===== config.mk =====
export PLATFORM = sky130hd
export DESIGN_NAME = regfile_wb_arbiter
export DESIGN_NICKNAME = d
export VERILOG_FILES = /design/src/rtl/wb_pkg.sv /design/src/rtl/wb_fifo.sv /design/src/rtl/regfile_wb_arbiter.sv
export SDC_FILE = /design/constraint.sdc
export NUM_CORES = 1
export LEC_CHECK = 0
export ABC_AREA = 0
export CAP_MARGIN = 10
export CORE_ASPECT_RATIO = 0.5
export CORE_UTILIZATION = 35
export DETAILED_ROUTE_END_ITERATION = 10
export HOLD_SLACK_MARGIN = 0.05
export PLACE_DENSITY_LB_ADDON = 0.25
export SLEW_MARGIN = 20
export SYNTH_ARGS = -nofsm -noshare
export SYNTH_HDL_FRONTEND = slang
export SYNTH_SLANG_ARGS = --single-unit

===== constraint.sdc =====
create_clock -name clk -period 4.3 [get_ports clk]
set_clock_uncertainty 0.2 [all_clocks]
set_input_delay 0.86 -clock clk [delete_from_list [all_inputs] [get_ports clk]]
set_output_delay 0.86 -clock clk [all_outputs]
set_load 0.005 [all_outputs]

===== src/rtl/wb_pkg.sv =====
// Shared types for the register-file write-back front end: request record, grant encoding
// and the x0 filter used before raising the regfile write enable.
package wb_pkg;

    localparam int XLEN   = 32;
    localparam int REG_AW = 5;

    typedef struct packed {
        logic [REG_AW-1:0] rd;
        logic [XLEN-1:0]   data;
    } wb_req_t;

    typedef enum logic [1:0] {
        G_NONE = 2'd0,
        G_ALU  = 2'd1,
        G_MEM  = 2'd2
    } grant_e;

    localparam wb_req_t REQ_ZERO = '{rd: {REG_AW{1'b0}}, data: {XLEN{1'b0}}};

    // x0 is hard-wired to zero, so a result aimed at it is consumed but never written.
    function automatic logic rd_writable(input logic [REG_AW-1:0] rd_i);
        return (rd_i != {REG_AW{1'b0}});
    endfunction

endpackage


===== src/rtl/wb_fifo.sv =====
// Small synchronous FIFO holding memory/MDU write-back requests until the arbiter grants them.
// DEPTH must be a power of two so the pointers wrap naturally.
module wb_fifo
    import wb_pkg::*;
#(
    parameter int DEPTH = 2
) (
    input  logic    clk,
    input  logic    rst_n,
    input  logic    push,
    input  wb_req_t push_req,
    input  logic    pop,
    output wb_req_t head,
    output logic    full,
    output logic    empty
);

    localparam int AW = (DEPTH > 1) ? $clog2(DEPTH) : 1;

    wb_req_t          mem_q   [DEPTH];
    wb_req_t          mem_d   [DEPTH];
    logic [AW-1:0]    wr_ptr_q, wr_ptr_d;
    logic [AW-1:0]    rd_ptr_q, rd_ptr_d;
    logic [AW:0]      count_q, count_d;
    logic             push_ok_s;
    logic             pop_ok_s;

    assign full      = (count_q == (AW + 1)'(DEPTH));
    assign empty     = (count_q == {(AW + 1){1'b0}});
    assign head      = mem_q[rd_ptr_q];
    assign push_ok_s = push && !full;
    assign pop_ok_s  = pop && !empty;

    // Next-state for storage, pointers and occupancy.
    always_comb begin
        mem_d    = mem_q;
        wr_ptr_d = wr_ptr_q;
        rd_ptr_d = rd_ptr_q;
        count_d  = count_q;
        if (push_ok_s) begin
            mem_d[wr_ptr_q] = push_req;
            wr_ptr_d        = wr_ptr_q + 1'b1;
        end else begin
            wr_ptr_d = wr_ptr_q;
        end
        if (pop_ok_s) begin
            rd_ptr_d = rd_ptr_q + 1'b1;
        end else begin
            rd_ptr_d = rd_ptr_q;
        end
        case ({push_ok_s, pop_ok_s})
            2'b10:   count_d = count_q + 1'b1;
            2'b01:   count_d = count_q - 1'b1;
            default: count_d = count_q;
        endcase
    end

    // FIFO state registers.
    always_ff @(posedge clk or negedge rst_n) begin
        if (!rst_n) begin
            for (int i = 0; i < DEPTH; i++) begin
                mem_q[i] <= REQ_ZERO;
            end
            wr_ptr_q <= {AW{1'b0}};
            rd_ptr_q <= {AW{1'b0}};
            count_q  <= {(AW + 1){1'b0}};
        end else begin
            mem_q    <= mem_d;
            wr_ptr_q <= wr_ptr_d;
            rd_ptr_q <= rd_ptr_d;
            count_q  <= count_d;
        end
    end

endmodule


===== src/rtl/regfile_wb_arbiter.sv =====
// Merges ALU and buffered memory/MDU results onto the regfile's single registered write port.
// Optional macro WB_STATS_EN adds wb_count / stall_count performance counters.
module regfile_wb_arbiter
    import wb_pkg::*;
#(
    parameter int MEM_DEPTH  = 2,
    parameter int STARVE_MAX = 3
) (
    input  logic              clk,
    input  logic              rst_n,
    input  logic              alu_valid,
    output logic              alu_ready,
    input  logic [REG_AW-1:0] alu_rd,
    input  logic [XLEN-1:0]   alu_data,
    input  logic              mem_valid,
    output logic              mem_ready,
    input  logic [REG_AW-1:0] mem_rd,
    input  logic [XLEN-1:0]   mem_data,
    output logic              we,
    output logic [REG_AW-1:0] rd,
    output logic [XLEN-1:0]   rd_data,
`ifdef WB_STATS_EN
    output logic [31:0]       wb_count,
    output logic [31:0]       stall_count,
`endif
    output logic              fifo_full
);

    localparam int SW = (STARVE_MAX < 1) ? 1 : $clog2(STARVE_MAX + 1);
    localparam logic [SW-1:0] STARVE_LIM = SW'(STARVE_MAX);

    grant_e            grant_s;
    wb_req_t           sel_req_s;
    wb_req_t           fifo_head_s;
    wb_req_t           mem_req_s;
    logic              fifo_full_s;
    logic              fifo_empty_s;
    logic              fifo_push_s;
    logic              fifo_pop_s;
    logic              we_q, we_d;
    logic [REG_AW-1:0] rd_q, rd_d;
    logic [XLEN-1:0]   rd_data_q, rd_data_d;
    logic [SW-1:0]     starve_cnt_q, starve_cnt_d;

    assign mem_req_s   = '{rd: mem_rd, data: mem_data};
    assign fifo_push_s = mem_valid && !fifo_full_s;
    assign fifo_pop_s  = (grant_s == G_MEM);
    assign mem_ready   = !fifo_full_s;
    assign fifo_full   = fifo_full_s;
    assign alu_ready   = rst_n && (grant_s != G_MEM);
    assign we          = we_q;
    assign rd          = rd_q;
    assign rd_data     = rd_data_q;

    wb_fifo #(
        .DEPTH (MEM_DEPTH)
    ) u_fifo (
        .clk      (clk),
        .rst_n    (rst_n),
        .push     (fifo_push_s),
        .push_req (mem_req_s),
        .pop      (fifo_pop_s),
        .head     (fifo_head_s),
        .full     (fifo_full_s),
        .empty    (fifo_empty_s)
    );

    // ALU wins unless memory is waiting and the ALU is idle, has starved it, or the FIFO is full.
    always_comb begin
        grant_s = G_NONE;
        if (!fifo_empty_s && (!alu_valid || (starve_cnt_q == STARVE_LIM) || fifo_full_s)) begin
            grant_s = G_MEM;
        end else if (alu_valid) begin
            grant_s = G_ALU;
        end else begin
            grant_s = G_NONE;
        end
    end

    // Select the granted request, build the next write and advance the starvation counter.
    always_comb begin
        sel_req_s    = REQ_ZERO;
        we_d         = 1'b0;
        rd_d         = rd_q;
        rd_data_d    = rd_data_q;
        starve_cnt_d = starve_cnt_q;
        case (grant_s)
            G_ALU:   sel_req_s = '{rd: alu_rd, data: alu_data};
            G_MEM:   sel_req_s = fifo_head_s;
            default: sel_req_s = REQ_ZERO;
        endcase
        if ((grant_s != G_NONE) && rd_writable(sel_req_s.rd)) begin
            we_d      = 1'b1;
            rd_d      = sel_req_s.rd;
            rd_data_d = sel_req_s.data;
        end else begin
            we_d = 1'b0;
        end
        if (fifo_empty_s || (grant_s == G_MEM)) begin
            starve_cnt_d = {SW{1'b0}};
        end else if ((grant_s == G_ALU) && (starve_cnt_q != STARVE_LIM)) begin
            starve_cnt_d = starve_cnt_q + 1'b1;
        end else begin
            starve_cnt_d = starve_cnt_q;
        end
    end

    // Registered write port and starvation counter.
    always_ff @(posedge clk or negedge rst_n) begin
        if (!rst_n) begin
            we_q         <= 1'b0;
            rd_q         <= {REG_AW{1'b0}};
            rd_data_q    <= {XLEN{1'b0}};
            starve_cnt_q <= {SW{1'b0}};
        end else begin
            we_q         <= we_d;
            rd_q         <= rd_d;
            rd_data_q    <= rd_data_d;
            starve_cnt_q <= starve_cnt_d;
        end
    end

`ifdef WB_STATS_EN
    logic [31:0] wb_count_q, wb_count_d;
    logic [31:0] stall_count_q, stall_count_d;

    assign wb_count    = wb_count_q;
    assign stall_count = stall_count_q;

    // Counters wrap naturally at 2^32.
    always_comb begin
        wb_count_d    = wb_count_q;
        stall_count_d = stall_count_q;
        if (we_q) begin
            wb_count_d = wb_count_q + 32'd1;
        end else begin
            wb_count_d = wb_count_q;
        end
        if (alu_valid && !alu_ready) begin
            stall_count_d = stall_count_q + 32'd1;
        end else begin
            stall_count_d = stall_count_q;
        end
    end

    // Statistics registers.
    always_ff @(posedge clk or negedge rst_n) begin
        if (!rst_n) begin
            wb_count_q    <= 32'd0;
            stall_count_q <= 32'd0;
        end else begin
            wb_count_q    <= wb_count_d;
            stall_count_q <= stall_count_d;
        end
    end
`endif

endmodule


==> impl_metrics.xml <==
<?xml version="1.0" encoding="UTF-8"?>
<metrics>
  <group name="synthesis">
    <metric name="avgSynthCellArea" unit="um^2">12.7</metric>
    <metric name="syn-num-nets" unit="">560</metric>
    <metric name="yosys_warnings" unit="">0</metric>
    <metric name="post_synth_inst_count" unit="">480</metric>
    <metric name="synth_enable_flop_cells" unit="">0</metric>
    <metric name="ys_seq_elements" unit="">118</metric>
    <metric name="synth_seq_area_share" unit="">0.485</metric>
    <metric name="yosys.area.top_type_share" unit="">0.485</metric>
    <metric name="synthTopCellsByArea" unit="">dfrtp_1 (49%), mux2_2 (26%), o221ai_2 (7.4%)</metric>
    <metric name="synth_area_leader_cell" unit="">dfrtp_1</metric>
    <metric name="post_synth_instance_area" unit="um^2">6080</metric>
    <metric name="synth_async_sr_flop_share" unit="">1.00</metric>
    <metric name="synthDistinctLibCells" unit="">38</metric>
    <metric name="synth_flop_cell" unit="">dfrtp_1</metric>
  </group>
  <group name="clocking">
    <metric name="cts_root_buffer" unit="">clkbuf_16</metric>
    <metric name="htreeDepth" unit="">4</metric>
    <metric name="cts_max_path_buffers" unit="">2</metric>
    <metric name="insertion_delay" unit="ps">410</metric>
    <metric name="cts_sinks" unit="">118</metric>
    <metric name="cts_repair_resize_count" unit="">0</metric>
    <metric name="cts.reportedPaths.clkPinSlew" unit="ps">60</metric>
    <metric name="cts-buffers-inserted" unit="">17</metric>
    <metric name="cts_hold_buffers" unit="">0</metric>
    <metric name="post-cts-setup-buffers" unit="">0</metric>
    <metric name="cts_tree" unit="">built</metric>
  </group>
  <group name="placed_design">
    <metric name="estimated_wirelength_of_the_detail_placed_design" unit="um">9330</metric>
    <metric name="port_buffers" unit="">118</metric>
    <metric name="place_congestion" unit="">0.763</metric>
    <metric name="placed_cells" unit="">800</metric>
  </group>
  <group name="timing">
    <metric name="report.final.hold_viol_count" unit="">0</metric>
    <metric name="post-route-min-period" unit="ps">3490</metric>
    <metric name="timing_worst_slew_pin_value" unit="ps">815</metric>
    <metric name="timing.setup.tns" unit="ps">0</metric>
    <metric name="report.final.setup_viol" unit="">0</metric>
    <metric name="drv_slew" unit="">0</metric>
    <metric name="timing.slew.headroom" unit="">0.457</metric>
    <metric name="timing.fmax" unit="MHz">287</metric>
    <metric name="rsz_0062_raised_after_global_routing" unit="">false</metric>
    <metric name="period_share" unit="">0.811</metric>
  </group>
  <group name="die">
    <metric name="die_area" unit="um^2">17900</metric>
    <metric name="floorplan.core_area" unit="um^2">16700</metric>
    <metric name="die-height" unit="um">95.2</metric>
    <metric name="boundaryPins" unit="">119</metric>
    <metric name="initial_core_util" unit="">0.365</metric>
    <metric name="dieWidth" unit="um">188</metric>
    <metric name="core.rowCount" unit="">33</metric>
  </group>
  <group name="layout">
    <metric name="fraction_of_layout_cells_with_a_size_suffix_above_1" unit="">0.377</metric>
    <metric name="final_non_filler_cells" unit="">832</metric>
    <metric name="syn_to_layout_area_delta" unit="%">33.0</metric>
    <metric name="multi_input_area" unit="um^2">2800</metric>
    <metric name="ff_latch_area" unit="um^2">2950</metric>
    <metric name="diodes" unit="">0</metric>
    <metric name="n_fill_cell" unit="">1513</metric>
    <metric name="fin_nets" unit="">672</metric>
  </group>
  <group name="setup_path">
    <metric name="crit_required" unit="ps">3240</metric>
    <metric name="critPathMaxFanout" unit="">11</metric>
    <metric name="sort_of_element_at_the_start_of_the_critical_path" unit="">flop</metric>
    <metric name="end_kind" unit="">output pin</metric>
    <metric name="arrival" unit="ps">2430</metric>
    <metric name="crit_type" unit="">reg2out</metric>
  </group>
  <group name="power">
    <metric name="power.density" unit="nW/um^2">765</metric>
    <metric name="worst_ir_drop_vdd" unit="uV">395</metric>
    <metric name="leakagePower" unit="nW">3.27</metric>
  </group>
  <group name="drt">
    <metric name="antenna_violating_nets_remaining" unit="">0</metric>
    <metric name="remaining_drc_errors" unit="">0</metric>
    <metric name="wl_per_cell" unit="um">17.6</metric>
    <metric name="vias" unit="">4185</metric>
    <metric name="detailedRoute.firstIterationViolations" unit="">121</metric>
    <metric name="route.detailed.vias_per_inst" unit="">5.03</metric>
    <metric name="totalWireLength" unit="um">14600</metric>
    <metric name="drt_first_pass_iters" unit="">4</metric>
  </group>
  <group name="min_path">
    <metric name="hold_class" unit="">reg2reg</metric>
  </group>
  <group name="global_routing">
    <metric name="gr-usage-all-layers" unit="">0.172</metric>
    <metric name="grt_antenna_before_repair" unit="">0</metric>
    <metric name="grt_max_degree" unit="">65</metric>
    <metric name="grt_pass1_wl" unit="um">23600</metric>
    <metric name="via_count_of_the_first_global_routing_pass" unit="">4388</metric>
    <metric name="gr-total-overflow" unit="">0</metric>
  </group>
  <group name="status">
    <metric name="run_status" unit="">completed</metric>
  </group>
  <group name="run">
    <metric name="drv.max_cap_violation_count" unit="">0</metric>
  </group>
</metrics>
metrics by stage:
step           total power (W)  hold WS [ps]  instance area, um^2   util  worst slack, ps
5_1_grt                0.00659           253                 8090  0.485              664
3_3_place_gp           0.00462           228                 7440  0.446              894
2_1_floorplan          0.00383           209                 6080      -             1490
6_report               0.00619           238                 8090  0.485              814
3_5_place_dp           0.00468           233                 7440  0.446              871
4_1_cts                0.00627           241                 8090  0.485              789
cells in the mapped netlist (all sizes together), types with 2 or more instances:
| cell type | number |
|---|---|
| mux2 | 138 |
| dfrtp | 118 |
| inv | 38 |
| nand2 | 34 |
| o221ai | 34 |
| nand4 | 32 |
| buf | 27 |
| clkbuf | 10 |
| o21ai | 7 |
| nor2 | 6 |
| mux2i | 5 |
| nor3 | 5 |
| a31oi | 4 |
| xnor2 | 4 |
| and2 | 2 |
| ha | 2 |
| nand3 | 2 |
| or4 | 2 |
cells in the final DEF, fill, tap and decap left out, drive strengths merged, types with 5 or more instances in the layout:
cell type      Yosys  layout
buf               27      14
o221ai            34      34
bufinv             0       5
nor3               5       5
clkbuf            10      19
o21ai              7       7
inv               38      38
dfrtp            118     118
mux2             138     138
nand4             32      32
clkdlybuf4s50      0     116
nand2             34      34
mux2i              5       5
nor2               6       6
power breakdown:
part           switching, W  internal (W)
logic               0.00110       0.00149
registers          0.000351       0.00169
clock network      0.000515       0.00104
worst max-delay path, stage by stage, from the launching register on:
cell and delay [ps]:
dfrtp_1 380, ha_1 190, and3b_1 320, or2_1 440, and2_1 190, clkdlybuf4s50_1 490
layer usage:
layer | GRT usage | wire, um
met5 | 0 | 0
met4 | 0.0652 | 227
met3 | 0.0368 | 514
met2 | 0.279 | 6870
met1 | 0.228 | 7030
state kept, by name, indices dropped and copies added, names as in the netlist:
signal and flops:
rd 5, rd_data 32, starve_cnt_q 2, u_fifo.count_q 2, u_fifo.mem_q 74, u_fifo.rd_ptr_q 1
u_fifo.wr_ptr_q 1, we 1
final timing paths:
kind / start / end / depth (start not counted) / slack [ps]
max: starve_cnt_q[0]$_DFFE_PN0P_ / alu_ready / 5 / 810
min: starve_cnt_q[0]$_DFFE_PN0P_ / starve_cnt_q[0]$_DFFE_PN0P_ / 1 / 240
max reg2reg: starve_cnt_q[0]$_DFFE_PN0P_ / rd_data[31]$_DFFE_PN0P_ / 7 / 1360
min reg2reg: starve_cnt_q[0]$_DFFE_PN0P_ / starve_cnt_q[0]$_DFFE_PN0P_ / 1 / 240
max in group asynchronous: rst_n / u_fifo.rd_ptr_q$_DFFE_PN0P_ / 3 / 2120
min in group asynchronous: rst_n / rd_data[27]$_DFFE_PN0P_ / 2 / 430
layout make-up:
type	count	area share
clock buffers	19	0.0547
clock inverters	13	0.0252
flip-flops and latches	118	0.365
well taps	227	0.0351
inverters	38	0.0176
multi-input cells	287	0.346
repair buffers	130	0.156
kinds of logic (layout without fill, tap and decap cells):
logic type,after synthesis,in the layout,share of synthesized area
simple gates,90,90,0.0852
mux,143,143,0.264
flops,118,118,0.485
fa+ha+maj,2,2,0.00411
compound gates,47,47,0.0965
buf+inv,75,200,0.0578
xor+xnor,5,5,0.00720
(Power assumes the default switching activity.)
